[config.mk]
export PLATFORM = sky130hd
export DESIGN_NAME = prog_sequencer
export DESIGN_NICKNAME = d
export VERILOG_FILES = /design/src/rtl/seq_pkg.sv /design/src/rtl/seq_watchdog.sv /design/src/rtl/prog_sequencer.sv
export SDC_FILE = /design/constraint.sdc
export NUM_CORES = 1
export LEC_CHECK = 0
export ABC_CLOCK_PERIOD_IN_PS = 1910
export CORE_ASPECT_RATIO = 0.7
export CORE_UTILIZATION = 44
export CTS_CLUSTER_DIAMETER = 200
export DETAILED_ROUTE_END_ITERATION = 7
export HOLD_SLACK_MARGIN = 0.02
export PLACE_DENSITY = 0.86
export RECOVER_POWER = 100
export SLEW_MARGIN = 10
export SYNTH_ARGS = -nofsm -noshare
export SYNTH_HDL_FRONTEND = slang
export SYNTH_SLANG_ARGS = --single-unit
[constraint.sdc]
create_clock -name Clk -period 1.91 [get_ports Clk]
set_clock_uncertainty 0.15 [all_clocks]
set_input_delay 0.191 -clock Clk [delete_from_list [all_inputs] [get_ports Clk]]
set_output_delay 0.191 -clock Clk [all_outputs]
set_load 0.005 [all_outputs]
[src/rtl/seq_pkg.sv]
// Shared types and constants for the program sequencer: state encoding,
// instruction-class codes and the halt opcode.
package seq_pkg;

  localparam int DEF_PC_W = 10;

  typedef enum logic [2:0] {
    ST_IDLE   = 3'd0,
    ST_FETCH  = 3'd1,
    ST_DECODE = 3'd2,
    ST_EXEC   = 3'd3,
    ST_MEM    = 3'd4,
    ST_WB     = 3'd5,
    ST_HALT   = 3'd6
  } state_t;

  localparam logic [1:0] CLS_DP0  = 2'b00;
  localparam logic [1:0] CLS_DP1  = 2'b01;
  localparam logic [1:0] CLS_XFER = 2'b10;
  localparam logic [1:0] CLS_BR   = 2'b11;

  localparam logic [8:0] HALT_INSTR = 9'h1FF;

  function automatic logic [1:0] instr_class(input logic [8:0] instr);
    return instr[8:7];
  endfunction

endpackage

[src/rtl/seq_watchdog.sv]
// Memory-wait watchdog: down-counter reloaded by clear, decremented by enable;
// expired marks the MEM_TIMEOUT-th consecutive enabled cycle.
module seq_watchdog #(
  parameter int MEM_TIMEOUT = 16
) (
  input  logic Clk,
  input  logic Reset,
  input  logic clear,
  input  logic enable,
  output logic expired
);

  localparam int CW = (MEM_TIMEOUT > 1) ? $clog2(MEM_TIMEOUT) : 1;
  localparam logic [CW-1:0] LOAD = CW'(MEM_TIMEOUT - 1);

  logic [CW-1:0] cnt;

  always_ff @(posedge Clk or posedge Reset) begin
    if (Reset) begin
      cnt <= LOAD;
    end else if (clear) begin
      cnt <= LOAD;
    end else if (enable && (cnt != '0)) begin
      cnt <= cnt - 1'b1;
    end
  end

  // Terminal count reached while still waiting: this cycle is the last allowed one.
  assign expired = enable && (cnt == '0);

endmodule

[src/rtl/prog_sequencer.sv]
// Program sequencer FSM driving fetch/decode/execute/memory/writeback strobes.
// Optional memory-wait timeout is built only when SEQ_TIMEOUT_EN is defined.
//
// state     | meaning
// IDLE      | waiting for Start after reset
// FETCH     | IrLoad strobe, instruction register captured
// DECODE    | classify instruction, detect halt opcode
// EXEC      | data processing or branch resolution
// MEM       | MemReq held until MemAck (or watchdog expiry)
// WB        | RegWriteEn strobe, ProgCtr+1
// HALT      | program complete, Done high, Start restarts
module prog_sequencer
  import seq_pkg::*;
#(
  parameter int PC_W        = DEF_PC_W,
  parameter int MEM_TIMEOUT = 16
) (
  input  logic            Clk,
  input  logic            Reset,
  input  logic            Start,
  input  logic [8:0]      Instruction,
  input  logic            BranchCond,
  input  logic [PC_W-1:0] BranchTarget,
  input  logic            MemAck,
  output logic [PC_W-1:0] ProgCtr,
  output logic            IrLoad,
  output logic            RegWriteEn,
  output logic            MemReq,
  output logic            MemWriteEn,
  output logic            Busy,
  output logic            Done,
  output logic            Err
);

  state_t          state, state_nxt;
  logic [PC_W-1:0] pc, pc_nxt, pc_inc;
  logic [1:0]      cls;
  logic            start_accept;
  logic            wd_expired;

  assign pc_inc       = pc + PC_W'(1);
  assign cls          = instr_class(Instruction);
  assign start_accept = Start && ((state == ST_IDLE) || (state == ST_HALT));

  always_ff @(posedge Clk or posedge Reset) begin
    if (Reset) begin
      state <= ST_IDLE;
      pc    <= '0;
    end else begin
      state <= state_nxt;
      pc    <= pc_nxt;
    end
  end

  always_comb begin
    state_nxt = state;
    pc_nxt    = pc;
    case (state)
      ST_IDLE, ST_HALT: begin
        if (Start) begin
          state_nxt = ST_FETCH;
          pc_nxt    = '0;
        end
      end
      ST_FETCH: state_nxt = ST_DECODE;
      ST_DECODE: begin
        if (Instruction == HALT_INSTR) begin
          state_nxt = ST_HALT;
        end else if (cls == CLS_XFER) begin
          state_nxt = ST_MEM;
        end else begin
          state_nxt = ST_EXEC;
        end
      end
      ST_EXEC: begin
        if (cls == CLS_BR) begin
          state_nxt = ST_FETCH;
          pc_nxt    = BranchCond ? BranchTarget : pc_inc;
        end else begin
          state_nxt = ST_WB;
        end
      end
      ST_MEM: begin
        // A completion arriving on the expiry cycle takes priority over the timeout.
        if (MemAck) begin
          if (Instruction[0]) begin
            state_nxt = ST_FETCH;
            pc_nxt    = pc_inc;
          end else begin
            state_nxt = ST_WB;
          end
        end else if (wd_expired) begin
          state_nxt = ST_HALT;
        end
      end
      ST_WB: begin
        state_nxt = ST_FETCH;
        pc_nxt    = pc_inc;
      end
      default: state_nxt = ST_IDLE;
    endcase
  end

`ifdef SEQ_TIMEOUT_EN
  logic err_q;

  seq_watchdog #(
    .MEM_TIMEOUT(MEM_TIMEOUT)
  ) u_watchdog (
    .Clk    (Clk),
    .Reset  (Reset),
    .clear  (state != ST_MEM),
    .enable (state == ST_MEM),
    .expired(wd_expired)
  );

  always_ff @(posedge Clk or posedge Reset) begin
    if (Reset) begin
      err_q <= 1'b0;
    end else if (start_accept) begin
      err_q <= 1'b0;
    end else if ((state == ST_MEM) && !MemAck && wd_expired) begin
      err_q <= 1'b1;
    end
  end

  assign Err = err_q;
`else
  assign wd_expired = 1'b0;
  assign Err        = 1'b0;
`endif

  assign ProgCtr    = pc;
  assign IrLoad     = (state == ST_FETCH);
  assign RegWriteEn = (state == ST_WB);
  assign MemReq     = (state == ST_MEM);
  assign MemWriteEn = (state == ST_MEM) && Instruction[0];
  assign Busy       = (state != ST_IDLE) && (state != ST_HALT);
  assign Done       = (state == ST_HALT);

  // start_accept only feeds the error flag; keep it referenced in the default build.
  logic unused_ok;
  assign unused_ok = start_accept;

endmodule

; After elaboration in Yosys (flattened, before gate mapping)
; Index checks and enable logic that the tools add are counted.
[totals]
in_bits = 24
wordCells = 38
output_inout_bits = 17
register_bits = 13
[classes]
mux = 13
add_sub_neg = 1
n_reduce_logical = 8
n_eq_ne = 14
[op_table]
columns = operator, n
row1 = 2-to-1 mux 10 bit, 5
row2 = case mux 10 bit (4 select lines), 1
row3 = 2-to-1 mux 3 bit, 6
row4 = case mux 3 bit (6 select lines), 1
row5 = adder 10 x 1 -> 10 bit (second input constant), 1
row6 = == test 3 bit (second input constant), 3
row7 = == test 9 bit (second input constant), 1
row8 = != test 2 bit (second input constant), 4
row9 = == test 3 x 2 -> 1 bit (second input constant), 2
row10 = AND reduction 5 bit, 1
row11 = == test 2 bit (second input constant), 2
row12 = nonzero test 4 bit, 1
row13 = == test 3 x 1 -> 1 bit (second input constant), 1
row14 = logical NOT 3 bit, 1
row15 = != test 3 bit (second input constant), 1
row16 = nonzero test 3 bit, 1
row17 = logical AND 1 bit, 2
row18 = AND reduction 2 bit, 1
row19 = OR reduction 2 bit, 1

; Logic depth before layout (Yosys ltp)
[depth]
depth_word = 4
mapped_depth = 6

; Worst setup path before layout
; Ideal clock, no wire load.
[synth_path]
kind = register to register
start = register state[0]
end = register pc[0], in the netlist ProgCtr[0]
arrival_ns = 1.428
period_less_slack_ns = 1.704
path_buffers = 1
path_stages_with_launch = 6
setup_slack_ns = 0.206
setup_time_ns = 0.125
path_cell_list = dfrtp_1 nor2b_1 a211o_1 and3_1 buf_4 mux2_4
[synth_via]
elab_chain_len = 4
[synth_rtl]
columns = element, line
row1 = from (decl), prog_sequencer.sv:35  ; state_t state, state_nxt;
row2 = from (signal assigned), prog_sequencer.sv:50  ; state <= state_nxt;
row3 = == test 3 bit or logical NOT 3 bit (tied branches), prog_sequencer.sv:58  ; case (state)
row4 = OR reduction 2 bit, prog_sequencer.sv:58
row5 = nonzero test 4 bit (no line) or != test 2 bit (tied branches), n/a
row6 = AND reduction 5 bit (no line), n/a
row7 = to (signal assigned), prog_sequencer.sv:51  ; pc <= pc_nxt;
row8 = to (decl), prog_sequencer.sv:36  ; logic [PC_W-1:0] pc, pc_nxt, pc_inc;
; Parallel ways exist; a longest one is shown, timed or not.
; A chain may end at the register's enable or synchronous reset.

; Final worst setup path
[layout_path]
start = register state[0]
end = register pc[6], in the netlist ProgCtr[6]
; Same word-level chain as after synthesis.

==> flow_metrics.env <==
export IMPL_track_usage=0.309
export IMPL_p_leak_nw=0.741
export IMPL_setup_tns_ps=0
export IMPL_clockBufferDepth=2
export IMPL_cap_viol_max_count=0
export IMPL_routed_wl_um=3920
export IMPL_syn_area_mm2=0.00108
export IMPL_setup_viol=0
export IMPL_cp_end_kind="register"
export IMPL_die_w_um=61.2
export IMPL_fmax_mhz=531
export IMPL_nets=209
export IMPL_crit_buf_inv=2
export IMPL_layout_cells_most_common_list="32 x clkdlybuf4s50_1, 19 x buf_4, 11 x nand2_1, 8 x dfrtp_1, 7 x inv_1"
export IMPL_drc=0
export IMPL_antenna_found_initial=0
export IMPL_slowest_delay_ps=480
export IMPL_synthDistinctLibCells=45
export IMPL_pwr_share_seq=0.236
export IMPL_met3_length_um=397
export IMPL_worst_pin_slew_ps=542
export IMPL_gp_congestion=0.869
export IMPL_synth_avg_cell_area_um2=8.64
export IMPL_dp_slack_ps=-164
export IMPL_cp_cell_sequence="nor2b_4, buf_4, a211o_1, and3_4, buf_4, a22o_1"
export IMPL_cp_arrival_ps=1910
export IMPL_p_switching_w=0.00115
export IMPL_critPathRequiredTime_ps=1940
export IMPL_grt_max_degree=14
export IMPL_wl_per_cell_um=18.2
export IMPL_syn_inst=125
export IMPL_ant_nets=0
export IMPL_final_min_clock_period_ps=1880
export IMPL_clk_pin_slew_ps=90
export IMPL_nFillCells=147
export IMPL_sw_frac_of_total=0.438
export IMPL_p_per_area_mw_per_mm2=1500
export IMPL_finalCritPeriodShare=0.986
export IMPL_finalMaxSlewViolations=0
export IMPL_path_delay_family="compound AO/OA/AOI/OAI gates"
export IMPL_synth_edff_count=0
export IMPL_clock_latency_ps=290
export IMPL_synth_top_area_frac=0.301
export IMPL_irDropWorstVdd_mv=1.21
export IMPL_core_area_mm2=0.00222
export IMPL_start_util=0.485
export IMPL_outcome="finished clean"
export IMPL_wl_met2_um=1820
export IMPL_drive_gt1_frac=0.279
export IMPL_drt_pass1_iterations=4
export IMPL_cts_hold_buffers=0
export IMPL_hold_viol=0
export IMPL_setup_ws_ps=27.3
export IMPL_synth_main_ff_cell="dfrtp_1"
export IMPL_viasPerCell=6.26
export IMPL_hp_class="in2async"
export IMPL_combPwrFrac=0.695
export IMPL_grt_pass1_wl_um=6000
export IMPL_fin_util=0.789
export IMPL_die_area_mm2=0.00266
export IMPL_ctsHtreeMaxLevel=1
export IMPL_yosysWarnings=0
export IMPL_cts_buffers=3
export IMPL_layout_commonest_cell="clkdlybuf4s50_1"
export IMPL_area_delta_synth_final_pct=62.6
export IMPL_synth_area_top_cells="dfrtp_1 30%, a22o_1 4.9%, o2111ai_1 4.9%"
export IMPL_internal_power_w=0.00148
export IMPL_clock_power_share=0.069
export IMPL_synth_net_count=150
export IMPL_critPathKind="reg2reg"
export IMPL_synth_top_area_cell="dfrtp_1"
export IMPL_fp_row_count=14
export IMPL_clock_sinks=13
export IMPL_crit_slowest_cell="dfrtp_2"
export IMPL_grt_pass1_vias=1252
export IMPL_globalRouteOverflowTotal=0
export IMPL_cts_tree="yes"
export IMPL_setup_worst_path_start_class="register"
export IMPL_io_pins=41
export IMPL_num_vias=1346
export IMPL_seq_area_frac_synth=0.301
export IMPL_top_layer="met4"
export IMPL_cp_common_cell="buf_4"
export IMPL_cts_root_buf="clkbuf_4"
export IMPL_io_buffer_count=39
export IMPL_slew_headroom=0.638
export IMPL_crit_fanout=6
export IMPL_first_iter_violations=156
export IMPL_dp_hpwl_um=2620
export IMPL_die_y_um=43.4
export IMPL_wl_met1_um=1660
export IMPL_total_power_w=0.00264
export IMPL_synth_async_reset_ratio=1.00
export IMPL_antenna_cells=0
export IMPL_ys_seq_elements=13
## sequential cells by signal, summed over array words and instances (netlist names)
register / count
ProgCtr: 10
state: 3
## cell families after synthesis
| group | after synthesis | synth area share |
|---|---|---|
| buffers and inverters | 19 | 0.0996 |
| other | 1 | 0.00347 |
| adders and majority gates | 1 | 0.0116 |
| and+or+nand+nor | 47 | 0.246 |
| DFF | 13 | 0.301 |
| muxes | 2 | 0.0243 |
| AOI/OAI and AO/OA | 42 | 0.314 |
## power groups by stage
stage                     sequential [W]  combinational, W  clock, W
after global placement          0.000578           0.00146         0
after CTS                       0.000581           0.00165  0.000184
final                           0.000622           0.00183  0.000183
after detailed placement        0.000584           0.00150         0
after global routing            0.000638           0.00197  0.000197
after floorplan                 0.000537          0.000902         0
## final timing paths
check | to | depth (start not counted) | slack, ps | from
min reg2reg | ProgCtr[8] | 1 | 420 | ProgCtr[8]
min | ProgCtr[2] | 2 | 230 | Reset
max | ProgCtr[6] | 6 | 30 | state[0]
max in group asynchronous | ProgCtr[3] | 2 | 980 | Reset
max reg2reg | ProgCtr[6] | 6 | 30 | state[0]
min in group Clk | ProgCtr[8] | 1 | 420 | ProgCtr[8]
## through the flow
| step | cells | area, um^2 | hold slack (ps) |
|---|---|---|---|
| 2_1_floorplan | 125 | 1080 | -82.0 |
| 3_3_place_gp | 205 | 1600 | 384 |
| 3_5_place_dp | 205 | 1600 | 389 |
| 4_1_cts | 214 | 1690 | 108 |
| 5_1_grt | 215 | 1760 | 291 |
| 6_report | 215 | 1760 | 232 |
## layout make-up
| type | count | area [um^2] | area share |
|---|---|---|---|
| flip-flops and latches | 13 | 332 | 0.189 |
| inverters | 8 | 32.5 | 0.0185 |
| multi-input cells | 94 | 723 | 0.412 |
| repair buffers | 64 | 602 | 0.343 |
| well taps | 32 | 40.0 | 0.0228 |
| clock buffers | 4 | 26.3 | 0.0150 |
## Yosys cell counts, drive strengths merged, types with 2 or more instances
cell,instances
inv,8
and2,3
nand2,11
nor3b,2
o41ai,4
a32oi,3
o2111ai,6
nor2b,3
nand4,4
a21oi,2
o21ai,6
dfrtp,13
or3,2
o31ai,2
nand3,6
nor2,7
mux2,2
a22o,6
a31oi,4
o2bb2ai,2
buf,10
nand2b,2
## layer usage
metal / vias to the layer above / track usage
li1: 597 / -
met1: 644 / 0.438
met2: 95 / 0.457
met3: 10 / 0.0836
met4: 0 / 0.0955
met5: - / 0
## repair_timing
item | in CTS | in global routing
cloned | 0 | 1
setup buffers | 6 | 2
resized for setup | 18 | 17
pin swaps | 6 | 9
setup endpoints to repair | 14 | 11
Power figures use the tool's default switching activity.
